**config.mk**
```make
export PLATFORM = sky130hd
export DESIGN_NAME = frc_dither_flat
export DESIGN_NICKNAME = d
export VERILOG_FILES = /design/src/rtl/frc_dither_if.sv /design/src/rtl/frc_dither.sv /design/src/flat_wrapper.sv
export SDC_FILE = /design/constraint.sdc
export NUM_CORES = 1
export LEC_CHECK = 0
export CELL_PAD_IN_SITES_DETAIL_PLACEMENT = 0
export CELL_PAD_IN_SITES_GLOBAL_PLACEMENT = 1
export CORE_MARGIN = 3
export CORE_UTILIZATION = 53
export CTS_BUF_LIST = sky130_fd_sc_hd__clkbuf_4
export DETAILED_ROUTE_END_ITERATION = 16
export DONT_BUFFER_PORTS = 1
export GPL_TIMING_DRIVEN = 1
export PLACE_DENSITY_LB_ADDON = 0.25
export SETUP_SLACK_MARGIN = 0.15
export SLEW_MARGIN = 20
export SYNTH_ARGS = -nofsm -noshare
export SYNTH_HDL_FRONTEND = slang
export SYNTH_SLANG_ARGS = --single-unit
```
**constraint.sdc**
```tcl
create_clock -name clk -period 4.9 [get_ports clk]
set_clock_uncertainty 0.15 [all_clocks]
set_input_delay 0.98 -clock clk [delete_from_list [all_inputs] [get_ports clk]]
set_output_delay 0.98 -clock clk [all_outputs]
set_load 0.05 [all_outputs]
```
**src/rtl/frc_dither_if.sv**
```systemverilog
// Pixel stream into the FRC dithering engine and the dithered subpixel bits out of it.
// The pixel source is the master; the engine is the slave.
interface frc_dither_if #(
  parameter int unsigned CHANNELS = 3,
  parameter int unsigned IN_BITS  = 5
) ();

  logic                          flm;
  logic                          lp;
  logic [1:0]                    mode;
  logic                          pix_valid;
  logic [CHANNELS*IN_BITS-1:0]   pix_data;
  logic                          out_valid;
  logic [CHANNELS-1:0]           out_data;

  modport master (
    output flm, lp, mode, pix_valid, pix_data,
    input  out_valid, out_data
  );

  modport slave (
    input  flm, lp, mode, pix_valid, pix_data,
    output out_valid, out_data
  );

endinterface

```
**src/rtl/frc_dither.sv**
```systemverilog
// Frame-rate-control dither: maps each gray level to one drive bit per subpixel.
// The bit pattern is evenly spread over 2^IN_BITS frames, with optional spatial phase offsets.
module frc_dither #(
  parameter int unsigned CHANNELS = 3,
  parameter int unsigned IN_BITS  = 5,
  parameter int unsigned X_BITS   = 10,
  parameter int unsigned Y_BITS   = 9,
  parameter int unsigned XK       = 5,
  parameter int unsigned YK       = 3,
  parameter int unsigned CK       = 11
) (
  input  logic         clk,
  input  logic         rst,
  frc_dither_if.slave  bus
);

  localparam int unsigned W = IN_BITS;
  localparam int unsigned C = CHANNELS;

  localparam logic [W-1:0] XK_W = W'(XK);
  localparam logic [W-1:0] YK_W = W'(YK);

  // Frame / line / pixel position trackers
  logic [W-1:0]      frame_cnt;
  logic [X_BITS-1:0] x_cnt;
  logic [Y_BITS-1:0] y_cnt;

  // Position the pixel in this cycle is dithered at (strobes take effect first)
  logic [W-1:0]      f_eff;
  logic [X_BITS-1:0] x_eff;
  logic [Y_BITS-1:0] y_eff;

  logic [W-1:0]        base_ph;
  logic [C-1:0][W-1:0] ph_nxt;

  // Stage 1 pipeline registers
  logic                s1_valid;
  logic [1:0]          s1_mode;
  logic [C-1:0][W-1:0] s1_lvl;
  logic [C-1:0][W-1:0] s1_ph;

  logic [C-1:0] dith;

  // flm wins over lp; both restart the pixel count
  always_comb begin
    f_eff = frame_cnt;
    x_eff = x_cnt;
    y_eff = y_cnt;
    if (bus.flm) begin
      f_eff = frame_cnt + W'(1);
      x_eff = '0;
      y_eff = '0;
    end else if (bus.lp) begin
      y_eff = y_cnt + Y_BITS'(1);
      x_eff = '0;
    end
  end

  always_ff @(posedge clk or posedge rst) begin
    if (rst) begin
      frame_cnt <= '0;
      x_cnt     <= '0;
      y_cnt     <= '0;
    end else begin
      frame_cnt <= f_eff;
      y_cnt     <= y_eff;
      x_cnt     <= bus.pix_valid ? x_eff + X_BITS'(1) : x_eff;
    end
  end

  // Only the low IN_BITS of each position term matter modulo the FRC period
  assign base_ph = f_eff + XK_W * W'(x_eff) + YK_W * W'(y_eff);

  for (genvar c = 0; c < int'(C); c++) begin : g_phase
    localparam logic [W-1:0] CH_OFS = W'(CK * unsigned'(c));
    assign ph_nxt[c] = bus.mode[1] ? base_ph + CH_OFS : f_eff;
  end

  always_ff @(posedge clk or posedge rst) begin
    if (rst) begin
      s1_valid <= 1'b0;
      s1_mode  <= '0;
      s1_lvl   <= '0;
      s1_ph    <= '0;
    end else begin
      s1_valid <= bus.pix_valid;
      if (bus.pix_valid) begin
        s1_mode <= bus.mode;
        s1_lvl  <= bus.pix_data;
        s1_ph   <= ph_nxt;
      end
    end
  end

  // out = carry of (ph*L mod P) + L; full-scale level is forced on since ph = 0 would miss it
  for (genvar c = 0; c < int'(C); c++) begin : g_dither
    logic [W-1:0] prod;
    logic [W:0]   sum;

    assign prod    = s1_ph[c] * s1_lvl[c];
    assign sum     = {1'b0, prod} + {1'b0, s1_lvl[c]};
    assign dith[c] = (s1_mode == 2'b00) ? s1_lvl[c][W-1] :
                     (&s1_lvl[c])       ? 1'b1           :
                                          sum[W];
  end

  // Stage 2: output register holds its value between valid beats
  always_ff @(posedge clk or posedge rst) begin
    if (rst) begin
      bus.out_valid <= 1'b0;
      bus.out_data  <= '0;
    end else begin
      bus.out_valid <= s1_valid;
      if (s1_valid) begin
        bus.out_data <= dith;
      end
    end
  end

endmodule

```
**src/flat_wrapper.sv**
```systemverilog
// flat-port wrapper written by rule: the top's interface ports become plain ports
module frc_dither_flat 
#(
  parameter int unsigned CHANNELS = 3,
  parameter int unsigned IN_BITS  = 5,
  parameter int unsigned X_BITS   = 10,
  parameter int unsigned Y_BITS   = 9,
  parameter int unsigned XK       = 5,
  parameter int unsigned YK       = 3,
  parameter int unsigned CK       = 11
)
  (clk, rst, bus_flm, bus_lp, bus_mode, bus_pix_valid, bus_pix_data, bus_out_valid, bus_out_data);
  frc_dither_if #(.CHANNELS(CHANNELS), .IN_BITS(IN_BITS)) bus_i ();
  input  logic clk;
  input  logic rst;
  input wire logic [$bits(bus_i.flm)-1:0] bus_flm;
  input wire logic [$bits(bus_i.lp)-1:0] bus_lp;
  input wire logic [$bits(bus_i.mode)-1:0] bus_mode;
  input wire logic [$bits(bus_i.pix_valid)-1:0] bus_pix_valid;
  input wire logic [$bits(bus_i.pix_data)-1:0] bus_pix_data;
  output wire logic [$bits(bus_i.out_valid)-1:0] bus_out_valid;
  output wire logic [$bits(bus_i.out_data)-1:0] bus_out_data;
  assign bus_i.flm = bus_flm;
  assign bus_i.lp = bus_lp;
  assign bus_i.mode = bus_mode;
  assign bus_i.pix_valid = bus_pix_valid;
  assign bus_i.pix_data = bus_pix_data;
  assign bus_out_valid = bus_i.out_valid;
  assign bus_out_data = bus_i.out_data;
  frc_dither #(.CHANNELS(CHANNELS), .IN_BITS(IN_BITS), .X_BITS(X_BITS), .Y_BITS(Y_BITS), .XK(XK), .YK(YK), .CK(CK)) u_core (.clk(clk), .rst(rst), .bus(bus_i));
endmodule
```
After elaboration in Yosys (flattened, before gate mapping). Cells that the tools add are included.

$add $sub $neg: 10. Multiply operators: 5. Divide/modulo/power cells: 0. Order comparisons: 0. Equal/unequal tests: 0. Shift operators: 0. Mux-type cells: 15. Bitwise operators: 0. Reduce and logical (&&, ||, !) cells: 5.

Operators with widths (number): two-way mux 10 bit (3); two-way mux 5 bit (4); adder 5 x 5 -> 6 bit (3); two-way mux 9 bit (2); multiplier 5 x 5 -> 5 bit (3); AND reduction 5 bit (3); adder 10 x 1 -> 10 bit, second input constant (1); adder 5 bit (2); adder 9 x 1 -> 9 bit, second input constant (1); two-way mux 1 bit (6); adder 5 x 1 -> 5 bit, second input constant (1); adder 5 x 4 -> 5 bit, second input constant (1); adder 5 bit, second input constant (1); multiplier 2 x 5 -> 5 bit, first input constant (1); multiplier 3 x 5 -> 5 bit, first input constant (1); zero test 2 bit (1); nonzero test 2 bit (1).

Flip-flop bits (word level): 61. Bits in latches: 0. Bits in writable memories: 0. ROM bits: 0. Bits of input ports: 22. Output and inout bits: 4. Logic and storage cells: 49. Memories kept: 0.

Logic depth before layout (Yosys ltp).
Word-level depth: 7. Mapped depth: 19. Depth with buffers taken out: 19.

Worst setup path before layout. Ideal clock, no wire load.

Kind: input port to flip-flop. From: input bus_lp. To: register u_core.s1_ph[9] in the netlist's numbering. Setup time: 0.086 ns. Arrival: 4.627 ns. Data required time: 4.664 ns. Path slack: 0.037 ns. Stages on the path: 16. Buffers on the path: 1. Cell sequence: buf_6 nand4_1 xor2_1 nor2_2 inv_1 fa_1 inv_1 fa_1 inv_1 fa_1 fa_1 xnor2_1 xnor2_1 xnor2_1 xor3_1 o221ai_2.

Elaborated cells on any way between the ends: 10. Those cells by class: add/sub (3); mul (2); mux (5).

RTL lines: from (decl) (RTL line flat_wrapper.sv:17) `input wire logic [$bits(bus_i.lp)-1:0] bus_lp;`; two-way mux 9 bit (RTL line frc_dither.sv:53) `end else if (bus.lp) begin`; two-way mux 9 bit (RTL line frc_dither.sv:49) `if (bus.flm) begin`; via u_core.y_eff[3] (RTL line frc_dither.sv:31) `logic [Y_BITS-1:0] y_eff;`; multiplier 2 x 5 -> 5 bit (RTL line frc_dither.sv:72) `assign base_ph = f_eff + XK_W * W'(x_eff) + YK_W * W'(y_eff);`; adder 5 bit (RTL line frc_dither.sv:72); adder 5 x 4 -> 5 bit (RTL line frc_dither.sv:76) `assign ph_nxt[c] = bus.mode[1] ? base_ph + CH_OFS : f_eff;`; two-way mux 5 bit (RTL line frc_dither.sv:76); to (signal assigned) (RTL line frc_dither.sv:90) `s1_ph <= ph_nxt;`; to (decl) (RTL line frc_dither.sv:40) `logic [C-1:0][W-1:0] s1_ph;`.

The timed path passes the listed nets, and every way through them passes these cells. The select of a mux whose other input is x is not followed. A chain may end at the register's enable or synchronous reset.

Worst setup path in the final report. Same ends and word-level chain as after synthesis.

==> results_dict.tcl <==
set metrics [dict create \
    outcome "finished clean" \
    rsz0062_at_grt "false" \
    cpPeakStageDelay_ns 0.53 \
    final-hold-violation-count 0 \
    rrSetupSlack_ns 0.45 \
    worstPathRequired_ns 5.06 \
    p_per_area_nw_per_um2 622.2 \
    routabilityCongestion 0.8409 \
    vdd_drop_max_uv 242.4 \
    cts_made_buffers 5 \
    tightest_slew_ns 0.8719 \
    vias 2393 \
    ant_nets 0 \
    core.rowCount 30 \
    post-route-period-util_pct 91.23 \
    worstSetupStartpointType "input port" \
    insertedDiodeCount 0 \
    clk_pin_slew_ns 0.17 \
    worstSetupPathType "input port to register" \
    cpLargestDelayFamily "adder cells" \
    synth_warnings 0 \
    path_common_cell "fa_1" \
    avgSynthCellArea_um2 10.44 \
    start_util_pct 55.50 \
    path_cells "nand4_1 -> xor2_1 -> nor2_2 -> inv_1 -> fa_1 -> inv_1 -> fa_1 -> inv_1 -> fa_1 -> fa_1 -> xnor2_1 -> xnor2_1 -> xnor2_1 -> xor3_1 -> o221ai_2" \
    ys_ff_latch 51 \
    drc 0 \
    grt_pass1_wl_um 11230 \
    vias_per_cell 5.180 \
    worst-r2r-cell-count 16 \
    portBuffers 0 \
    detail_route.wl_per_cell_um 13.79 \
    hold_path_depth 1 \
    cts_root_buf "clkbuf_4" \
    coreArea_um2 6869 \
    synthCells 365 \
    crit_slowest_cell "fa_1" \
    setup_violations 0 \
    hold_class "register to register" \
    worstPathArrival_ns 4.63 \
    area_growth_pct 4.759 \
    dr.pass1.iters 4 \
    period_minus_slack_ns 4.470 \
    grt_max_degree 52 \
    grt_antenna_before_repair 0 \
    timing.fmax_mhz 223.7 \
    hold_path.startpoint "u_core.s1_mode[0]$_DFFE_PP0P_" \
    ys_types 35 \
    drt_wl_total_um 6371 \
    cp_max_fo 7 \
    final_layout_size_suffix_gt1_share_pct 12.84 \
    hold_path_end "u_core.s1_mode[0]$_DFFE_PP0P_" \
    syn_nets 445 \
    cts.repair.resized 0 \
    io_pins 26 \
    fp.dieH_um 90.81 \
    post_cts_buffers 0 \
    grt_pass1_vias 2396 \
    grt-ovfl-total 0 \
    dieArea_um2 8246 \
    fin_setup_tns_ns 0 \
    dp_hpwl_um 4905 \
    drt_iter0_markers 66 \
    p_leak_nw 1.891 \
    layout.nets 445 \
    netlist_area_um2 3812 \
    slew_headroom_pct 41.81 \
    end_kind "register" \
    crit_buf_inv 3 \
    cts_hold_buf 0 \
    yosysSeqAreaShare_pct 33.48 \
    gr-usage-all-layers_pct 16.68 \
    die_w_um 90.81 \
    rr_endpoint "u_core.s1_ph[9]$_DFFE_PP0P_" \
    cts_sinks 51 \
    clock_path_buffers 2 \
    fill_cells 609 \
    cts_max_level 2 \
    rr_startpoint "u_core.y_cnt[0]$_DFF_PP0_" \
    fin_total_pwr_mw 2.485 \
    drv_cap 0 \
    drv_slew 0 \
    cts_tree "done" \
    insertion_delay_ns 0.39 \
]
[cells in the mapped netlist]
library cell,instances,share of area (%)
nand3_1,6,0.79
mux2i_1,1,0.26
and4_1,3,0.69
nor3_1,1,0.13
dfrtp_1,51,33
a21oi_1,11,1.4
fa_1,14,7.4
buf_6,1,0.30
buf_2,1,0.13
xor2_1,15,3.4
xnor2_2,3,1.3
o221ai_1,1,0.23
a31o_2,3,0.69
o21ai_0,11,1.4
o211ai_1,3,0.59
clkbuf_1,5,0.49
mux2_2,22,6.5
inv_1,45,4.4
nand2b_1,1,0.16
o221ai_2,2,0.79
xnor2_1,29,6.7
xor3_1,1,0.62
buf_1,3,0.30
xnor3_1,1,0.59
o21a_1,3,0.59
nor2_1,11,1.1
nand4_2,2,0.66
ha_1,44,14
a21o_1,6,1.2
or2_2,1,0.16
and2_1,28,4.6
nor2_2,1,0.16
nand2_1,30,3.0
xor2_4,1,0.72
nand4_1,4,0.66
[cell usage in the layout, fill, tap and decap left out, drive strengths merged, types with 3 or more instances in the layout]
cell,count
xnor2,32
xor2,16
o21a,3
buf,3
nand2,30
o211ai,3
nand3,6
inv,45
mux2,22
nor2,12
nand4,6
a21o,6
and4,3
o221ai,3
a31o,3
and2,28
o21ai,11
fa,14
dfrtp,51
a21oi,11
clkbuf,5
ha,44
[routing by layer]
layer	vias up	track usage, %	wire (um)
li1	1196	-	-
met1	1164	23.22	3163
met2	26	27.30	2991
met3	7	2.917	144
met4	0	3.769	70
met5	-	0	0
[how the worst max path moves through the flow]
stage,from,endpoint,slack [ns],cells after the start
2_1_floorplan,bus_lp,u_core.s1_ph[9]$_DFFE_PP0P_,0.04,16
3_3_place_gp,bus_lp,u_core.s1_ph[9]$_DFFE_PP0P_,0.08,15
3_5_place_dp,bus_lp,u_core.s1_ph[9]$_DFFE_PP0P_,-0.007,15
4_1_cts,bus_lp,u_core.s1_ph[9]$_DFFE_PP0P_,0.40,15
5_1_grt,u_core.y_cnt[0]$_DFF_PP0_,u_core.s1_ph[9]$_DFFE_PP0P_,0.25,16
6_report,bus_lp,u_core.s1_ph[9]$_DFFE_PP0P_,0.43,15
[kinds of logic (layout without fill, tap and decap cells)]
kind of cell    count (synthesis)  after routing  share of synthesized area [%]
simple gates                   88             88                          12.04
fa+ha+maj                      58             58                          21.79
buf+inv                        55             56                          5.645
flops                          51             51                          33.48
xor+xnor                       50             50                          13.32
compound gates                 40             40                          6.958
mux                            23             23                          6.761
[worst reg2reg max path: stages (launching register included)]
cell and delay (ns):
dfrtp_1 0.41, ha_1 0.20, nand2_1 0.07, xor2_1 0.14, nor2_1 0.11, inv_1 0.09
fa_1 0.49, inv_1 0.05, fa_1 0.48, inv_1 0.05, fa_1 0.50, fa_1 0.44
xnor2_1 0.18, xnor2_1 0.11, xnor2_1 0.29, xor3_1 0.49, o221ai_2 0.13
[sequential cells by signal, indices dropped and copies added (netlist names)]
register,flops
u_core.s1_valid,1
u_core.bus.out_data,3
u_core.y_cnt,5
u_core.x_cnt,5
u_core.bus.out_valid,1
u_core.s1_mode,2
u_core.s1_lvl,15
u_core.frame_cnt,5
u_core.s1_ph,14
[report_power, final]
part	leakage [nW]	internal, mW	switching [mW]
logic	1.23	0.779	0.753
registers	0.619	0.531	0.166
clock network	0.0418	0.109	0.147
total	1.89	1.42	1.07
[through the flow]
step                      instance area (um^2)  cells  hold WS, ns  setup WS, ns  util [%]
after floorplan                           3812    365       0.3029       0.03729         -
after global placement                    3909    454       0.3449       0.07898     56.90
after detailed placement                  3909    454       0.3509     -0.006807     56.90
after CTS                                 3993    462       0.3889        0.4038     58.12
after global routing                      3994    462       0.3990        0.2542     58.14
final                                     3994    462       0.3811        0.4296     58.14
[layout make-up]
| class | instances | area [um^2] | share of cell area (%) |
|---|---|---|---|
| clock inverter | 3 | 46.29 | 1.159 |
| tap | 96 | 120.1 | 3.008 |
| timing repair buffer | 3 | 22.52 | 0.5639 |
| inverter | 45 | 170.2 | 4.261 |
| multi-input combinational | 259 | 2321 | 58.11 |
| sequential | 51 | 1276 | 31.95 |
| clock buffer | 5 | 37.54 | 0.9398 |
(Power assumes the default switching activity.)
